<file path="src/rtl/alu_tx_4b.sv">
// alu_tx_4b
// ---------------------------------------------------------------------------
// Downstream TX stage of the 4-bit ALU datapath. Takes one 11-bit result
// (10-bit res plus carry) per res_valid/res_ready handshake and sends it out
// as a two-byte frame on an 8-bit valid/ready byte stream.
//
//   byte0 = {TAG, seq_f, 1'b0, carry, res[9:8]}   seq_f = SEQ_EN ? seq : 2'b00
//   byte1 = res[7:0]
//
// seq is a rolling 2-bit frame counter. It advances each time a frame's
// second byte is taken, so the host can spot dropped or repeated frames.
//
// Parameters
//   TAG        constant placed in byte0[7:6]
//   SEQ_EN     1: byte0[5:4] carries seq, 0: byte0[5:4] is forced to 2'b00
//
// Ports
//   clk        in   1   clock, all state on the rising edge
//   rst        in   1   asynchronous, active-high reset
//   res_valid  in   1   ALU result valid
//   res_ready  out  1   stage can take a result this cycle
//   res_q      in   10  ALU result
//   carry_q    in   1   ALU carry/borrow
//   tx_valid   out  1   tx_data holds a valid byte
//   tx_ready   in   1   consumer takes the byte this cycle
//   tx_data    out  8   frame byte (registered)
//   tx_busy    out  1   high while a frame is held
// ---------------------------------------------------------------------------
module alu_tx_4b #(
    parameter logic [1:0] TAG    = 2'b10,
    parameter bit         SEQ_EN = 1'b1
) (
    input  logic       clk,
    input  logic       rst,
    input  logic       res_valid,
    output logic       res_ready,
    input  logic [9:0] res_q,
    input  logic       carry_q,
    output logic       tx_valid,
    input  logic       tx_ready,
    output logic [7:0] tx_data,
    output logic       tx_busy
);

    typedef enum logic [1:0] {
        IDLE = 2'b00,
        S_HI = 2'b01,
        S_LO = 2'b10
    } state_t;

    state_t     state;
    state_t     state_nxt;
    logic [1:0] seq;
    logic [1:0] seq_nxt;
    logic [9:0] res_r;
    logic       carry_r;
    logic [7:0] tx_data_r;
    logic [7:0] tx_data_nxt;
    logic       accept;
    logic       lo_taken;

    // byte0 is always built from the live inputs, because it is loaded at
    // the same edge at which the result is accepted.
    function automatic logic [7:0] make_byte0(input logic [1:0] s,
                                              input logic       c,
                                              input logic [1:0] hi);
        logic [1:0] seq_f;
        seq_f = SEQ_EN ? s : 2'b00;
        return {TAG, seq_f, 1'b0, c, hi};
    endfunction

    // The combinational path tx_ready -> res_ready is intentional. It lets a
    // new result be accepted in the same cycle that byte1 leaves, so frames
    // can follow each other with no idle gap.
    assign res_ready = !rst && ((state == IDLE) || ((state == S_LO) && tx_ready));
    assign accept    = res_valid && res_ready;
    assign lo_taken  = (state == S_LO) && tx_ready;

    assign tx_valid  = (state != IDLE);
    assign tx_busy   = (state != IDLE);
    assign tx_data   = tx_data_r;

    always_comb begin
        state_nxt   = state;
        seq_nxt     = seq;
        tx_data_nxt = tx_data_r;
        case (state)
            IDLE: begin
                if (accept) begin
                    state_nxt   = S_HI;
                    tx_data_nxt = make_byte0(seq, carry_q, res_q[9:8]);
                end
            end
            S_HI: begin
                if (tx_ready) begin
                    state_nxt   = S_LO;
                    tx_data_nxt = res_r[7:0];
                end
            end
            S_LO: begin
                if (lo_taken) begin
                    // The frame completes here. A frame accepted in this same
                    // cycle must already carry the advanced sequence number.
                    seq_nxt = seq + 2'd1;
                    if (accept) begin
                        state_nxt   = S_HI;
                        tx_data_nxt = make_byte0(seq_nxt, carry_q, res_q[9:8]);
                    end else begin
                        state_nxt   = IDLE;
                        tx_data_nxt = 8'h00;
                    end
                end
            end
            default: begin
                state_nxt   = IDLE;
                tx_data_nxt = 8'h00;
            end
        endcase
    end

    always_ff @(posedge clk or posedge rst) begin
        if (rst) begin
            state     <= IDLE;
            seq       <= 2'b00;
            tx_data_r <= 8'h00;
        end else begin
            state     <= state_nxt;
            seq       <= seq_nxt;
            tx_data_r <= tx_data_nxt;
        end
    end

    // The capture registers only load on accept, so a result that is
    // offered but not accepted never disturbs the frame in flight.
    always_ff @(posedge clk or posedge rst) begin
        if (rst) begin
            res_r   <= 10'h000;
            carry_r <= 1'b0;
        end else if (accept) begin
            res_r   <= res_q;
            carry_r <= carry_q;
        end
    end

    // carry_r sits in the capture register beside res_r. byte0 is always
    // built from the live inputs, so carry_r is never read back.
    logic unused_carry;
    assign unused_carry = carry_r;

endmodule

</file>
<file path="config.mk">
export PLATFORM = sky130hd
export DESIGN_NAME = alu_tx_4b
export DESIGN_NICKNAME = d
export VERILOG_FILES = /design/src/rtl/alu_tx_4b.sv
export SDC_FILE = /design/constraint.sdc
export NUM_CORES = 1
export LEC_CHECK = 0
export ABC_AREA = 1
export BUFFER_PORTS_ARGS = -buffer_cell sky130_fd_sc_hd__buf_2
export CAP_MARGIN = 0
export CELL_PAD_IN_SITES_DETAIL_PLACEMENT = 1
export CELL_PAD_IN_SITES_GLOBAL_PLACEMENT = 2
export CORE_ASPECT_RATIO = 1.4
export CORE_MARGIN = 8
export CORE_UTILIZATION = 32
export DETAILED_ROUTE_END_ITERATION = 6
export GPL_TIMING_DRIVEN = 1
export PLACE_DENSITY_LB_ADDON = 0.1
export SLEW_MARGIN = 40
export SYNTH_ARGS = -nofsm -noshare
export SYNTH_HDL_FRONTEND = slang
export SYNTH_SLANG_ARGS = --single-unit
</file>
<file path="constraint.sdc">
create_clock -name clk -period 2.4 [get_ports clk]
set_input_delay 0.72 -clock clk [delete_from_list [all_inputs] [get_ports clk]]
set_output_delay 0.72 -clock clk [all_outputs]
set_load 0.005 [all_outputs]
</file>
==> results.sh <==
export IMPL_synth_ff_type="dfrtp_1"
export IMPL_crit_arrival_ns=1.22
export IMPL_grtUsageMet1_pct=12.8
export IMPL_cts_hold_buffers=0
export IMPL_post_drt_via_cell_ratio=4.79
export IMPL_slowest_delay_ns=0.18
export IMPL_io_buffers=25
export IMPL_cts_made_buffers=3
export IMPL_slew_headroom_pct=73.2
export IMPL_gp_congestion=0.696
export IMPL_power_density_nw_per_um2=953
export IMPL_setup_viol=0
export IMPL_max_cap_viol_count=0
export IMPL_hold_violations=0
export IMPL_cts_sinks=20
export IMPL_crit_top_cell="buf_2"
export IMPL_fillers=389
export IMPL_start_util_pct=33.5
export IMPL_fmax_mhz=516
export IMPL_ys_warnings_count=0
export IMPL_nNetsFinal=162
export IMPL_finalWirelength_mm=2.64
export IMPL_end_kind="output port"
export IMPL_tns_ns=0
export IMPL_htreeDepth=1
export IMPL_ys_seq_area_share_pct=48.4
export IMPL_path_cells="buf_2, o21bai_2, nor2_4, buf_2"
export IMPL_syn_to_final_growth_pct=19.8
export IMPL_synth_top_area_share_pct=48.4
export IMPL_required_ns=1.68
export IMPL_fin_crit_sh_pct=80.8
export IMPL_overflow=0
export IMPL_critPathLaunchType="input port"
export IMPL_antenna_found_initial=0
export IMPL_vias=886
export IMPL_dieArea_sq_um=5340
export IMPL_cts_path_max_buffers=2
export IMPL_synth_top_cells_by_area="dfrtp_1, nand2_1, nand3_1"
export IMPL_crit_end="res_ready"
export IMPL_ys_types=22
export IMPL_rows=24
export IMPL_rsz0062_at_grt="false"
export IMPL_avgSynthCellArea_sq_um=8.62
export IMPL_synthArstFlopShare_pct=100
export IMPL_hold_class="register to register"
export IMPL_rrSetupSlack_ns=1.00
export IMPL_drc=0
export IMPL_synth_edf_count=0
export IMPL_ant_nets=0
export IMPL_cts_tree="done"
export IMPL_diodes=0
export IMPL_io_pins=26
export IMPL_cts_setup_buffers=0
export IMPL_reg2reg_from="state[0]$_DFFE_PP0P_"
export IMPL_peakVddDrop_mv=0.334
export IMPL_dp_hpwl_mm=2.10
export IMPL_grt_total_usage_pct=10.6
export IMPL_worst_pin_slew_ns=0.402
export IMPL_drt_iter0_drc=22
export IMPL_grt_pass1_vias=951
export IMPL_fin_util_pct=40.1
export IMPL_wl_per_cell_microns=14.2
export IMPL_busiest_layer="met2"
export IMPL_final_min_clock_period_ns=1.94
export IMPL_die_width_microns=64.1
export IMPL_cts_root_buf="clkbuf_8"
export IMPL_grt_max_degree=21
export IMPL_final_cell_mix="nand2_1, buf_2, nand3_1, dfrtp_1"
export IMPL_crit_fanout=7
export IMPL_clock_skew_ns=0.00266
export IMPL_final_common_cell="nand2_1"
export IMPL_cts_resized=0
export IMPL_crit_slowest_cell="o21bai_2"
export IMPL_worst_r2r_cell_count=7
export IMPL_core_sq_um=3090
export IMPL_synth_cells=120
export IMPL_dr_pass1_iters=4
export IMPL_grt_pass1_wl_mm=4.66
export IMPL_grtUsageMet2_pct=17.5
export IMPL_synth_top_area_cell="dfrtp_1"
export IMPL_ys_ff_latch=20
export IMPL_die_y_microns=83.3
export IMPL_synth_nets=135
export IMPL_drv_slew=0
export IMPL_status="finished clean"
export IMPL_synthesis_area_sq_um=1030
export IMPL_grt_use_met3_pct=2.69
export IMPL_clk_insertion_delay_late_ns=0.25
export IMPL_clk_transition_reported_paths_ns=0.07
export IMPL_startpoint="tx_ready"
export IMPL_leakage_nw=0.674
export IMPL_critical_path_class="input port to output port"
export IMPL_r2r_end="tx_data[4]$_DFFE_PP0P_"
export IMPL_drive_gt1_share_pct=32.9
cell usage after synthesis (2+ instances only):
cell type  count
nand3_1       23
dfrtp_1       20
nand2_1       45
nor2_2         2
nand3_2        2
nand2_2        3
o21bai_2       2
inv_1          3
nand4_1        4
buf_4          3
inv_2          2
layer usage:
layer / up-vias / share of wire (%)
met1: 415 / 46
met5: - / 0
met4: 0 / 0.65
li1: 443 / -
met2: 26 / 49
met3: 2 / 4.9
final cells by class:
type                       count  area [sq um]  share of cell area [%]
multi-input combinational     89           470                    37.9
inverter                       6          25.0                    2.02
timing repair buffer          27           140                    11.3
clock buffer                   4          55.1                    4.44
tap                           39          48.8                    3.94
sequential                    20           500                    40.4
worst max-delay path, delay by kind of cell:
kind / cells / cell delay (ns)
buffers and inverters: 2 / 0.27
AO/OA/AOI/OAI: 1 / 0.18
AND/OR/NAND/NOR: 1 / 0.05
cell families (layout without fill, tap and decap cells):
| group | Yosys count | count (layout) | share of synthesized area, % |
|---|---|---|---|
| AOI/OAI and AO/OA | 4 | 4 | 3.75 |
| xor gates and xnor gates | 2 | 2 | 1.69 |
| buffers and inverters | 11 | 37 | 6.17 |
| DFF | 20 | 20 | 48.4 |
| muxes | 1 | 1 | 1.09 |
| and+or+nand+nor | 82 | 82 | 38.9 |
metrics by stage:
step	cells	hold WS (ns)	worst slack, ns	total power [mW]	instance area, sq um
3_5_place_dp	181	0.464	0.451	0.947	1180
6_report	185	0.475	0.462	1.18	1240
5_1_grt	185	0.510	0.427	1.29	1240
4_1_cts	185	0.484	0.452	1.21	1240
2_1_floorplan	120	0.442	0.447	0.800	1030
3_3_place_gp	181	0.461	0.455	0.924	1180
worst min-delay path by stage:
stage                               startpoint                   end  slack [ns]  cells after the start
after floorplan           res_r[1]$_DFFE_PP0N_  res_r[1]$_DFFE_PP0N_        0.44                      2
after global placement    res_r[1]$_DFFE_PP0N_  res_r[1]$_DFFE_PP0N_        0.46                      2
after detailed placement  res_r[5]$_DFFE_PP0N_  res_r[5]$_DFFE_PP0N_        0.46                      2
after CTS                 res_r[5]$_DFFE_PP0N_  res_r[5]$_DFFE_PP0N_        0.48                      2
after global routing      res_r[5]$_DFFE_PP0N_  res_r[5]$_DFFE_PP0N_        0.51                      2
final                     res_r[5]$_DFFE_PP0N_  res_r[5]$_DFFE_PP0N_        0.47                      2
where the power goes:
part / internal [mW] / total (mW) / switching (mW)
clock network: 0.146 / 0.254 / 0.109
logic: 0.171 / 0.400 / 0.228
registers: 0.451 / 0.528 / 0.0767
flip-flops by register name, summed over array words and instances (netlist names):
| register | flops |
|---|---|
| state | 2 |
| seq | 2 |
| res_r | 8 |
| tx_data | 8 |
No activity file was read; power rests on OpenSTA's default activity.
